==> config.mk <==
export PLATFORM = sky130hd
export DESIGN_NAME = puerto_serie
export DESIGN_NICKNAME = d
export VERILOG_FILES = /design/src/rtl/puerto_serie.sv
export SDC_FILE = /design/constraint.sdc
export NUM_CORES = 1
export LEC_CHECK = 0
export CAP_MARGIN = 10
export CELL_PAD_IN_SITES_DETAIL_PLACEMENT = 1
export CELL_PAD_IN_SITES_GLOBAL_PLACEMENT = 1
export CORE_MARGIN = 1
export CORE_UTILIZATION = 32
export CTS_CLUSTER_DIAMETER = 80
export DETAILED_ROUTE_END_ITERATION = 12
export PLACE_DENSITY = 0.68
export SLEW_MARGIN = 20
export SYNTH_ARGS = -nofsm -noshare
export SYNTH_HDL_FRONTEND = slang
export SYNTH_SLANG_ARGS = --single-unit
==> constraint.sdc <==
create_clock -name clk -period 7.5 [get_ports clk]
set_input_delay 1.5 -clock clk [delete_from_list [all_inputs] [get_ports clk]]
set_output_delay 1.5 -clock clk [all_outputs]
set_load 0.02 [all_outputs]
==> src/rtl/puerto_serie.sv <==
// puerto_serie: memory-mapped UART transmitter with TX FIFO and status register
// Ports: clk, reset (async, active-high); addr/datain/MW CPU store bus;
//        dataout status read {ocupado, desbordado, lleno, vacio} at DIRECCION+1;
//        tx serial line (idle high); ocupado frame in flight or FIFO non-empty.
// Optional: define PUERTO_SERIE_PARIDAD_EN to append an even-parity bit.
module puerto_serie #(
  parameter logic [15:0] DIRECCION = 16'hFF00,
  parameter int DIVISOR = 16,
  parameter int PROFUNDIDAD = 4
) (
  input  logic        clk,
  input  logic        reset,
  input  logic [15:0] addr,
  input  logic [15:0] datain,
  input  logic        MW,
  output logic [15:0] dataout,
  output logic        tx,
  output logic        ocupado
);
  localparam int PW = $clog2(PROFUNDIDAD);
  localparam logic [15:0] DIR_ST = DIRECCION + 16'd1;
  localparam logic [15:0] FIN_BAUD = 16'(DIVISOR - 1);
`ifdef PUERTO_SERIE_PARIDAD_EN
  typedef enum logic [2:0] {REPOSO, INICIO, DATOS, PARIDAD, PARADA} estado_t;
`else
  typedef enum logic [1:0] {REPOSO, INICIO, DATOS, PARADA} estado_t;
`endif
  estado_t estado_q, estado_d;
  logic [15:0] baud_q, baud_d;
  logic [2:0] bit_q, bit_d;
  logic [7:0] shift_q, shift_d;
  logic tx_q, tx_d;
  logic desbordado_q, desbordado_d;
  logic [PW-1:0] wr_q, wr_d, rd_q, rd_d;
  logic [PW:0] cnt_q, cnt_d;
  logic [7:0] mem_q [PROFUNDIDAD];
  logic vacio, lleno, push_req, clr_req, pop, push, fin;
  logic unused_datain;
`ifdef PUERTO_SERIE_PARIDAD_EN
  logic par_q, par_d;
`endif
  assign unused_datain = ^datain[15:8];
  assign vacio = cnt_q == '0;
  assign lleno = cnt_q == (PW+1)'(PROFUNDIDAD);
  assign push_req = MW && addr == DIRECCION;
  assign clr_req = MW && addr == DIR_ST && datain[0];
  assign pop = estado_q == REPOSO && !vacio;
  // a pop in the same cycle frees a slot, so a push into a full FIFO still fits
  assign push = push_req && (!lleno || pop);
  assign fin = baud_q == FIN_BAUD;
  assign ocupado = estado_q != REPOSO || !vacio;
  assign tx = tx_q;
  assign dataout = addr == DIR_ST ? {12'b0, ocupado, desbordado_q, lleno, vacio} : 16'h0000;
  always_comb begin
    wr_d = push ? wr_q + PW'(1) : wr_q;
    rd_d = pop ? rd_q + PW'(1) : rd_q;
    cnt_d = cnt_q + (PW+1)'(push) - (PW+1)'(pop);
    desbordado_d = clr_req ? 1'b0 : desbordado_q | (push_req && !push);
  end
  always_comb begin
    estado_d = estado_q;
    baud_d = fin ? 16'd0 : baud_q + 16'd1;
    bit_d = bit_q;
    shift_d = shift_q;
`ifdef PUERTO_SERIE_PARIDAD_EN
    par_d = pop ? ^mem_q[rd_q] : par_q;
`endif
    case (estado_q)
      REPOSO: begin
        baud_d = 16'd0;
        if (!vacio) begin
          estado_d = INICIO;
          shift_d = mem_q[rd_q];
        end
      end
      INICIO: estado_d = fin ? DATOS : INICIO;
      DATOS: if (fin) begin
        shift_d = {1'b0, shift_q[7:1]};
        bit_d = bit_q + 3'd1;
`ifdef PUERTO_SERIE_PARIDAD_EN
        estado_d = bit_q == 3'd7 ? PARIDAD : DATOS;
`else
        estado_d = bit_q == 3'd7 ? PARADA : DATOS;
`endif
      end
`ifdef PUERTO_SERIE_PARIDAD_EN
      PARIDAD: estado_d = fin ? PARADA : PARIDAD;
`endif
      PARADA: estado_d = fin ? REPOSO : PARADA;
      default: estado_d = REPOSO;
    endcase
    // tx is registered from the next state so the line changes exactly on the edge
    tx_d = estado_d != INICIO && (estado_d != DATOS || shift_d[0]);
`ifdef PUERTO_SERIE_PARIDAD_EN
    if (estado_d == PARIDAD) tx_d = par_d;
`endif
  end
  always_ff @(posedge clk) begin
    if (push) mem_q[wr_q] <= datain[7:0];
  end
  always_ff @(posedge clk or posedge reset) begin
    if (reset) begin
      estado_q <= REPOSO;
      baud_q <= 16'd0;
      bit_q <= 3'd0;
      shift_q <= 8'd0;
      tx_q <= 1'b1;
      desbordado_q <= 1'b0;
      wr_q <= '0;
      rd_q <= '0;
      cnt_q <= '0;
    end else begin
      estado_q <= estado_d;
      baud_q <= baud_d;
      bit_q <= bit_d;
      shift_q <= shift_d;
      tx_q <= tx_d;
      desbordado_q <= desbordado_d;
      wr_q <= wr_d;
      rd_q <= rd_d;
      cnt_q <= cnt_d;
    end
  end
`ifdef PUERTO_SERIE_PARIDAD_EN
  always_ff @(posedge clk or posedge reset) begin
    if (reset) par_q <= 1'b0;
    else par_q <= par_d;
  end
`endif
endmodule

* Word level (Yosys, flattened, before mapping)
Memories as Yosys holds them, arrays and structs flattened. Index checks and enable logic that the tools add are counted.
Storage, ports and cells: flip-flop bits (word level) 38, RAM bits 32, memories kept 1, output and inout bits 18
Cells by class: add/sub/neg operators 6, reductions and logical operators 19, eq/ne operators 12, multiplexer cells 15, bitwise gates (word level) 1
Memories:
- mem_q | words 4, bits a word 8, rd ports 1, clocked after memory_dff 0, wr ports 1, RTL line 36 | logic [7:0] mem_q [PROFUNDIDAD];
Operator list (number):
- 16-bit equality test, second input constant | 2
- 16-bit two-way mux | 2
- 16-bit by 1-bit adder with 16-bit output, second input constant | 1
- 16-bit by 4-bit equality test with 1-bit output, second input constant | 1
- 8-bit two-way mux | 2
- 8-bit one-hot mux with 2 select lines | 1
- 2-bit two-way mux | 4
- 2-bit one-hot mux with 4 select lines | 1
- 1-bit logical AND | 7
- 3-bit equality test, second input constant | 2
- 2-bit inequality test, second input constant | 3
- 2-bit by 1-bit adder with 2-bit output, second input constant | 2
- 2-bit equality test, second input constant | 2
- 1-bit two-way mux | 4
- 4-bit two-way mux | 1
- 2-bit nonzero test | 2
- 3-bit by 1-bit adder with 3-bit output | 1
- 3-bit by 1-bit adder with 3-bit output, second input constant | 1
- 1-bit logical NOT | 3
- 3-bit logical NOT | 1
- 1-bit logical OR | 3
- 3-bit AND reduction | 1
- 3-bit by 1-bit subtractor with 3-bit output | 1
- 2-bit by 1-bit equality test with 1-bit output, second input constant | 1
- other kinds (4) | 4

* Depth between registers and ports, before layout
Gate-level depths: netlist (run 1).
depth after elaboration 9, gate-level depth with buffers 10, gate-level depth less buffers 10

* Worst setup path after synthesis (run 1)
OpenSTA, ideal clock, no wires.
kind in2out, start in addr[5], end out dataout[3], slack 3188 ps, path buffers 0, stages on the path 4, required time 6000 ps, data arrival time 2812 ps, path through or4b_4 > nor4_4 > nand2_1 > a21oi_1
On the way: word-level cells in the longest chain between the ends 2
RTL lines:
- start: declaration | RTL line 13 | input logic [15:0] addr,
- 16-bit equality test | RTL line 53 | assign dataout = addr == DIR_ST ? {12'b0, ocupado, desbordado_q, lleno, vacio} : 16'h0000;
- 4-bit two-way mux | RTL line 53
- end: declaration | RTL line 16 | output logic [15:0] dataout,
No other way between the ends.

* Worst setup path after layout (run 1)
Ends and elaborated chain as after synthesis.

==> flow_summary_export.csv, run 1 <==
group,metric,value,unit
cts,hold_buffers,0,
cts,clk_pin_slew,0.08,ns
grt,grt.total_usage,0.133,
critical_path,max_stage_delay,0.62,ns
drt,antenna_left,0,
sta,final-setup-viol-count,0,
placed_design,pre_cts_ws,2.33,ns
drt,drt-initial-drc-count,60,
synthesis,syn-cell-area,3250,µm²
grt,antenna_found_initial,0,
pwr,max-vdd-ir-drop,0.140,mV
sta,tightest_slew,0.671,ns
min_path,min_path_type,"reg2reg",
sta,hold_viol,0,
synthesis,yosysUniqueCellTypes,42,
die,dieArea,10600,µm²
critical_path,cp-end-kind,"primary output",
layout,final_util,0.397,
critical_path,crit_path_start_kind,"input pin",
sta,finalCriticalPeriod,5.16,ns
synthesis,synthTopCellsByArea,"edfxtp_1 30%, dfrtp_1 28%, mux4_2 5.5%",
drt,dr.pass1.iters,4,
critical_path,crit_top_cell,"clkdlybuf4s50_1",
sta,setup_slack,2.34,ns
placed_design,place.gp.congestion,0.711,
synthesis,avgSynthCellArea,12.9,µm²
cts,cts_buffers,9,
cts,cts_setup_buffers,0,
cts,cts_buffer_depth,2,
synthesis,synth_top_area_frac,0.295,
synthesis,yosys_warnings,0,
grt,grt-ovfl-total,0,
synthesis,ys.flop_type,"dfrtp_1",
critical_path,crit_family,"buffers and inverters",
sta,clock_skew,0.0100,ns
layout,area_growth,19.9,%
synthesis,synth-edff-count,32,
pwr,power.leakage,1.52,nW
synthesis,yosys.area.top_type,"edfxtp_1",
grt,grt_pass1_wl,10.4,mm
die,rows,36,
sta,max_freq,194,MHz
placed_design,io_buffers,32,
sta,slew_headroom,0.551,
synthesis,synth_seq_cells,70,
die,coreArea,9820,µm²
cts,cts.repair.resized,0,
synthesis,synth-seq-area-share,0.588,
critical_path,crit_type,"in2out",
die,fp.dieH,103,µm
critical_path,arrival,3.66,ns
die,dieWidth,103,µm
sta,fin_crit_sh,0.687,
die,io_pins,53,
drt,viasPerCell,4.74,
critical_path,crit_fanout,4,
cts,clk_latency,0.36,ns
layout,drive_gt1_frac,0.119,
sta,maxSlewViolCount,0,
layout,antennaDiodeCount,0,
critical_path,worst_ep_required_time,6.00,ns
drt,num_vias,2029,
cts,tritoncts,"done",
grt,grt_pass1_vias,2100,
drt,routed_wl,6.28,mm
job,cap_violations,0,
die,start_util,0.331,
grt,grt_max_degree,39,
sta,tns,0,ns
layout,finalNetCount,335,
cts,cts_root_buffer,"clkbuf_8",
critical_path,worstPathCellList,"clkdlybuf4s50_1 > or4b_4 > nor4_4 > nand2_1 > a21oi_1 > clkdlybuf4s50_1",
pwr,power_density,199,nW/µm²
synthesis,syn_inst,253,
critical_path,crit_buf_inv,2,
status,status,"complete, no violations",
synthesis,async_flop_share,0.543,
drt,drc_errors,0,
placed_design,place_hpwl,4.33,mm
critical_path,cpMaxStageDelayCell,"clkdlybuf4s50_1",
cts,cts_sinks,70,
drt,wl_per_cell,14.7,µm
cts,cts.htree.levels,3,
sta,rsz0062_at_grt,"no",
registers in the layout, indices dropped and copies added, names as in the netlist:
| name | count |
|---|---|
| mem_q | 32 |
| baud_q | 16 |
| shift_q | 8 |
| bit_q | 3 |
| cnt_q | 3 |
| estado_q | 2 |
| rd_q | 2 |
| wr_q | 2 |
| desbordado_q | 1 |
| tx | 1 |
per-layer routing:
layer	share of wire	wire length [µm]	up-vias	GRT usage
met4	0.0094	59	0	0.0390
li1	-	-	961	-
met3	0.044	274	7	0.0454
met2	0.50	3160	40	0.223
met5	0	0	-	0
met1	0.44	2780	1021	0.164
worst paths after layout:
| check | startpoint | end | slack (ns) | cells past startpoint |
|---|---|---|---|---|
| max | addr[5] | dataout[3] | 2.34 | 6 |
| min | bit_q[0] | bit_q[0] | 0.48 | 1 |
| max reg2reg | estado_q[1] | cnt_q[2] | 4.40 | 10 |
| min reg2reg | bit_q[0] | bit_q[0] | 0.48 | 1 |
| max in group asynchronous | reset | tx | 5.57 | 3 |
| min in group asynchronous | reset | baud_q[9] | 1.57 | 3 |
report_power, final:
| group | leakage (nW) | switching (mW) | internal, mW |
|---|---|---|---|
| Sequential | 0.771 | 0.000196 | 0.401 |
| Combinational | 0.640 | 0.0143 | 0.0132 |
| Clock | 0.107 | 0.155 | 0.190 |
| Total | 1.52 | 0.169 | 0.605 |
metrics by stage:
stage / cell area, µm² / power [mW] / cells / hold slack [ns]
3_5_place_dp: 3670 / 0.438 / 412 / 0.479
3_3_place_gp: 3670 / 0.437 / 412 / 0.462
4_1_cts: 3890 / 0.784 / 428 / 0.494
6_report: 3900 / 0.774 / 428 / 0.485
2_1_floorplan: 3290 / 0.425 / 264 / 0.448
5_1_grt: 3900 / 0.802 / 428 / 0.518
Yosys cell counts (2+ instances only):
master / count
or3_1: 2
mux4_2: 8
edfxtp_1: 32
and2_1: 3
nor4_1: 8
and3_1: 7
a31oi_1: 2
a221o_1: 6
xor2_1: 4
ha_1: 9
xnor2_1: 17
nor2_1: 26
nor3_1: 10
nand3_1: 8
nand4_1: 6
mux2_2: 2
dfrtp_1: 37
buf_4: 12
inv_1: 17
nand2_1: 11
clkbuf_1: 5
area by class of cell:
cell class | instances | area, µm²
fillers | 1079 | 5920
flip-flops and latches | 70 | 1910
multi-input cells | 159 | 1210
clock buffers | 10 | 128
well taps | 133 | 166
repair buffers | 33 | 328
inverters | 17 | 63.8
clock inverters | 6 | 93.8
placed cells by master, fill, tap and decap left out, types with 2 or more instances in the layout:
cell type,count
a221o_1,6
dfrtp_1,37
inv_1,17
nor2_1,26
clkdlybuf4s50_1,32
and2_1,3
xnor2_1,17
edfxtp_1,32
ha_1,9
clkbuf_8,9
a31oi_1,2
nand4_1,6
bufinv_16,2
mux2_2,2
nand3_1,8
xor2_1,4
nor4_1,8
nor3_1,10
mux4_2,8
or3_1,2
inv_6,2
conb_1,12
and3_1,7
nand2_1,11
cell families (layout without fill, tap and decap cells):
kind of cell | after synthesis | in the layout | synth area share
flops | 70 | 70 | 0.588
other cells | 1 | 12 | 0.00115
compound gates | 16 | 16 | 0.0396
mux | 11 | 11 | 0.0669
fa+ha+maj | 10 | 10 | 0.0408
xor+xnor | 21 | 21 | 0.0566
simple gates | 89 | 89 | 0.152
buf+inv | 35 | 66 | 0.0546
No activity file was read; power rests on OpenSTA's default activity.
==> inputs of run 2 (changes only) <==
clock period = 5.3 ns   (was 7.5 ns; I/O delays follow)
==> run 2 against run 1 <==
Effect of this change: clock power rose by 36%; power rose by 39%; combinational power rose by 41%; clock skew rose by 0.0011 ns.
==> flow_summary_export.csv, run 2 (synthesized netlist as in run 1, its figures left out) <==
group,metric,value,unit
drt,drt-initial-drc-count,59,
critical_path,worst_ep_required_time,4.24,ns
placed_design,dp_cells,412,
cts,hold_buffers,0,
job,cap_violations,0,
layout,largest_reg_flops,32,
layout,drive_gt1_frac,0.115,
layout,fin_cells,428,
cts,cts_root_buffer,"clkbuf_8",
cts,cts.htree.levels,3,
cts,cts_buffers,9,
pwr,power,1.08,mW
cts,cts_sinks,70,
critical_path,crit_fanout,4,
critical_path,cp-end-kind,"primary output",
layout,final_area,3890,µm²
layout,antennaDiodeCount,0,
placed_design,place_hpwl,4.35,mm
drt,dr.pass1.iters,4,
layout,final_common_cell,"dfrtp_1",
die,start_util,0.331,
critical_path,worstPathCellList,"clkdlybuf4s50_1 > or4b_4 > nor4_4 > nand2_1 > a21oi_1 > clkdlybuf4s50_1",
layout,area_growth,19.7,%
cts,cts.repair.resized,0,
sta,maxSlewViolCount,0,
sta,tns,0,ns
grt,antenna_found_initial,0,
critical_path,max_stage_delay,0.62,ns
drt,num_vias,2015,
die,dieArea,10600,µm²
sta,fin_crit_sh,0.806,
min_path,min_path_type,"reg2reg",
die,fp.dieH,103,µm
status,status,"complete, no violations",
cts,clk_latency,0.34,ns
layout,largest-register,"mem_q",
drt,viasPerCell,4.71,
critical_path,cpMaxStageDelayCell,"clkdlybuf4s50_1",
layout,mostFrequentLayoutCells,"37 x dfrtp_1, 32 x clkdlybuf4s50_1, 32 x edfxtp_1",
cts,tritoncts,"done",
sta,tightest_slew,0.688,ns
cts,clk_pin_slew,0.08,ns
grt,grt_pass1_wl,10.5,mm
layout,fill_cells,1082,
die,coreArea,9820,µm²
pwr,power_density,276,nW/µm²
drt,wl_per_cell,14.5,µm
sta,max_freq,234,MHz
sta,slew_headroom,0.539,
pwr,max-vdd-ir-drop,0.163,mV
grt,grt-ovfl-total,0,
cts,cts_setup_buffers,0,
drt,routed_wl,6.21,mm
die,rows,36,
pwr,power.leakage,1.51,nW
grt,grt.total_usage,0.134,
placed_design,place.gp.congestion,0.712,
die,dieWidth,103,µm
layout,final_util,0.396,
sta,finalCriticalPeriod,4.27,ns
layout,reg.largest.list,"mem_q: 32 flops, baud_q: 16 flops, shift_q: 8 flops",
sta,rsz0062_at_grt,"no",
critical_path,arrival,3.21,ns
cts,cts_buffer_depth,2,
grt,grt_pass1_vias,2126,
die,io_pins,53,
drt,drc_errors,0,
critical_path,crit_type,"in2out",
placed_design,io_buffers,32,
grt,grt_max_degree,39,
sta,hold_viol,0,
critical_path,crit_top_cell,"clkdlybuf4s50_1",
sta,clock_skew,0.0111,ns
layout,finalNetCount,335,
critical_path,crit_path_start_kind,"input pin",
placed_design,placed_cell_area,3670,µm²
drt,antenna_left,0,
sta,final-setup-viol-count,0,
-- run 2: per-stage QoR --
stage,setup WS (ns),hold WS (ns)
4_1_cts,1.01,0.492
3_5_place_dp,1.00,0.481
3_3_place_gp,1.02,0.462
2_1_floorplan,1.74,0.448
6_report,1.03,0.498
5_1_grt,0.926,0.532
-- run 2: power breakdown --
part / switching (mW) / total (mW) / internal [mW]
Sequential: 0.000295 / 0.568 / 0.568
Clock: 0.204 / 0.468 / 0.264
Combinational: 0.0202 / 0.0390 / 0.0187
Total: 0.224 / 1.08 / 0.851
-- run 2: critical path: cells and delay by family --
| kind | cells | cell delay [ns] |
|---|---|---|
| buffers and inverters | 2 | 1.01 |
| and+or+nand+nor | 3 | 1.00 |
| AOI/OAI and AO/OA | 1 | 0.14 |
-- run 2: path summary, 6_finish.rpt --
| path | from | to | slack [ns] | cells past startpoint |
|---|---|---|---|---|
| worst max register to register | estado_q[1] | cnt_q[2] | 2.13 | 10 |
| worst min-delay path | bit_q[0] | bit_q[0] | 0.50 | 1 |
| worst min register to register | bit_q[0] | bit_q[0] | 0.50 | 1 |
| worst max-delay path | addr[5] | dataout[3] | 1.03 | 6 |
| max in group asynchronous | reset | cnt_q[0] | 3.80 | 3 |
| min in group asynchronous | reset | baud_q[8] | 1.13 | 3 |
-- run 2: per-layer routing --
metal / GRT usage / part of all wire
met5: 0 / 0
met4: 0.0488 / 0.013
met3: 0.0407 / 0.032
met2: 0.225 / 0.51
met1: 0.162 / 0.44
-- run 2: final cells by class --
cell class	instances	area, µm²	area share
multi-input combinational	159	1210	0.310
timing repair buffer	33	328	0.0842
sequential	70	1910	0.491
clock inverter	6	87.6	0.0225
tap	133	166	0.0428
clock buffer	10	128	0.0328
inverter	17	63.8	0.0164
==> inputs of run 3 (changes only) <==
PLACE_DENSITY = 0.7   (was 0.68)
clock period = 3.7 ns   (was 5.3 ns; I/O delays follow)
==> run 3 against run 2 <==
Effect of this change: die area unchanged; power increased by 43%; first-iteration DRC count fell by 31%; clock skew fell by 0.0030 ns; cell count grew 0.47%; clock-buffer cell count stayed put; critical path type is now in2reg; sequential cell count unchanged; utilization increased by 0.24 points; sequential power rose by 43%; clock power rose by 43%; non-clock buffer count grew 2.
==> flow_summary_export.csv, run 3 (synthesized netlist as in run 1, its figures left out) <==
group,metric,value,unit
drt,drc_errors,0,
layout,finalNetCount,337,
die,io_pins,53,
drt,num_vias,2001,
sta,max_freq,307,MHz
grt,antenna_found_initial,0,
critical_path,worstPathCellList,"clkdlybuf4s50_1 > or4b_4 > nor4_4 > nor4b_4 > inv_1 > ha_1 > inv_1 > ha_1 > fa_1 > xor2_1 > xnor2_1",
die,coreArea,9820,µm²
layout,mostFrequentLayoutCells,"37 x dfrtp_1, 32 x edfxtp_1, 28 x clkdlybuf4s50_1",
status,status,"complete, no violations",
die,dieWidth,103,µm
drt,viasPerCell,4.65,
critical_path,cp-end-kind,"flop",
critical_path,arrival,3.49,ns
min_path,min_path_type,"reg2reg",
cts,hold_buffers,0,
drt,drt-initial-drc-count,41,
critical_path,worst_ep_required_time,3.93,ns
layout,fill_cells,1090,
cts,cts.repair.resized,0,
sta,final-setup-viol-count,0,
die,dieArea,10600,µm²
drt,antenna_left,0,
cts,cts_root_buffer,"clkbuf_8",
critical_path,crit_family,"simple AND/OR/NAND/NOR gates",
drt,dr.pass1.iters,4,
pwr,power_density,392,nW/µm²
layout,antennaDiodeCount,0,
critical_path,crit_fanout,2,
die,rows,36,
die,start_util,0.331,
sta,slew_headroom,0.441,
layout,largest-register,"mem_q",
sta,tightest_slew,0.838,ns
cts,cts_buffers,9,
grt,grt-ovfl-total,0,
drt,routed_wl,6.08,mm
pwr,power.leakage,1.60,nW
sta,tns,0,ns
sta,rsz0062_at_grt,"no",
cts,tritoncts,"done",
layout,area_growth,20.4,%
layout,reg.largest.list,"mem_q: 32 flops, baud_q: 16 flops, shift_q: 8 flops",
grt,grt_pass1_wl,10.3,mm
placed_design,placed_cell_area,3690,µm²
placed_design,io_buffers,32,
critical_path,crit_type,"in2reg",
critical_path,crit_buf_inv,3,
critical_path,max_stage_delay,0.55,ns
cts,cts_sinks,70,
die,fp.dieH,103,µm
layout,final_common_cell,"dfrtp_1",
placed_design,place.gp.congestion,0.721,
grt,grt.total_usage,0.132,
pwr,max-vdd-ir-drop,0.218,mV
sta,finalCriticalPeriod,3.26,ns
sta,fin_crit_sh,0.881,
sta,hold_viol,0,
cts,clk_pin_slew,0.08,ns
layout,drive_gt1_frac,0.121,
grt,grt_pass1_vias,2128,
critical_path,cpMaxStageDelayCell,"or4b_4",
cts,cts_setup_buffers,0,
drt,wl_per_cell,14.1,µm
job,cap_violations,0,
grt,grt_max_degree,22,
sta,maxSlewViolCount,0,
layout,largest_reg_flops,32,
placed_design,place_hpwl,4.29,mm
cts,cts_buffer_depth,2,
critical_path,crit_path_start_kind,"input pin",
cts,cts.htree.levels,3,
layout,final_area,3920,µm²
cts,clk_latency,0.34,ns
sta,clock_skew,0.00810,ns
==> run 3: cell count changes in the layout (fill, tap and decap cells not counted), sizes merged <==
| cell | before | now |
|---|---|---|
| clkdlybuf4s50 | 32 | 28 |
| dlymetal6s2s | 0 | 4 |
| buf | 1 | 3 |
| clkinv | 2 | 4 |
| clkinvlp | 2 | 0 |
==> run 3: worst paths after layout <==
path	startpoint	endpoint	slack [ns]	cells after the start
max	addr[5]	cnt_q[2]	0.44	11
min	bit_q[0]	bit_q[0]	0.49	1
max reg2reg	cnt_q[2]	cnt_q[2]	1.08	9
min reg2reg	bit_q[0]	bit_q[0]	0.49	1
max in group asynchronous	reset	shift_q[3]	2.08	3
min in group asynchronous	reset	baud_q[9]	0.86	2
==> run 3: metrics by stage <==
stage          hold slack [ns]   util  setup WS (ns)  power, mW  std cells
4_1_cts                  0.498  0.397         0.0383       1.56        430
5_1_grt                  0.526  0.399          0.315       1.60        430
3_5_place_dp             0.486  0.376         0.0333      0.887        414
3_3_place_gp             0.463  0.376         0.0616      0.885        414
6_report                 0.492  0.399          0.439       1.54        430
2_1_floorplan            0.448      -          0.463      0.861        264
==> run 3: area by class of cell <==
class	count	area, µm²	area share
flip-flops and latches	70	1910	0.488
well taps	133	166	0.0425
inverters	17	63.8	0.0163
clock buffers	10	128	0.0326
repair buffers	35	353	0.0901
clock inverters	6	86.3	0.0220
multi-input cells	159	1210	0.308
==> run 3: power breakdown <==
part	internal [mW]	switching [mW]	total, mW
combinational	0.0268	0.0288	0.0556
sequential	0.814	0.000463	0.814
clock	0.379	0.289	0.667
==> run 3: layer usage <==
metal  vias up  wire, µm  GRT usage
met4         0       108     0.0531
li1        963         -          -
met3         8       206     0.0414
met2        35      2990      0.217
met5         -         0          0
met1       995      2770      0.163
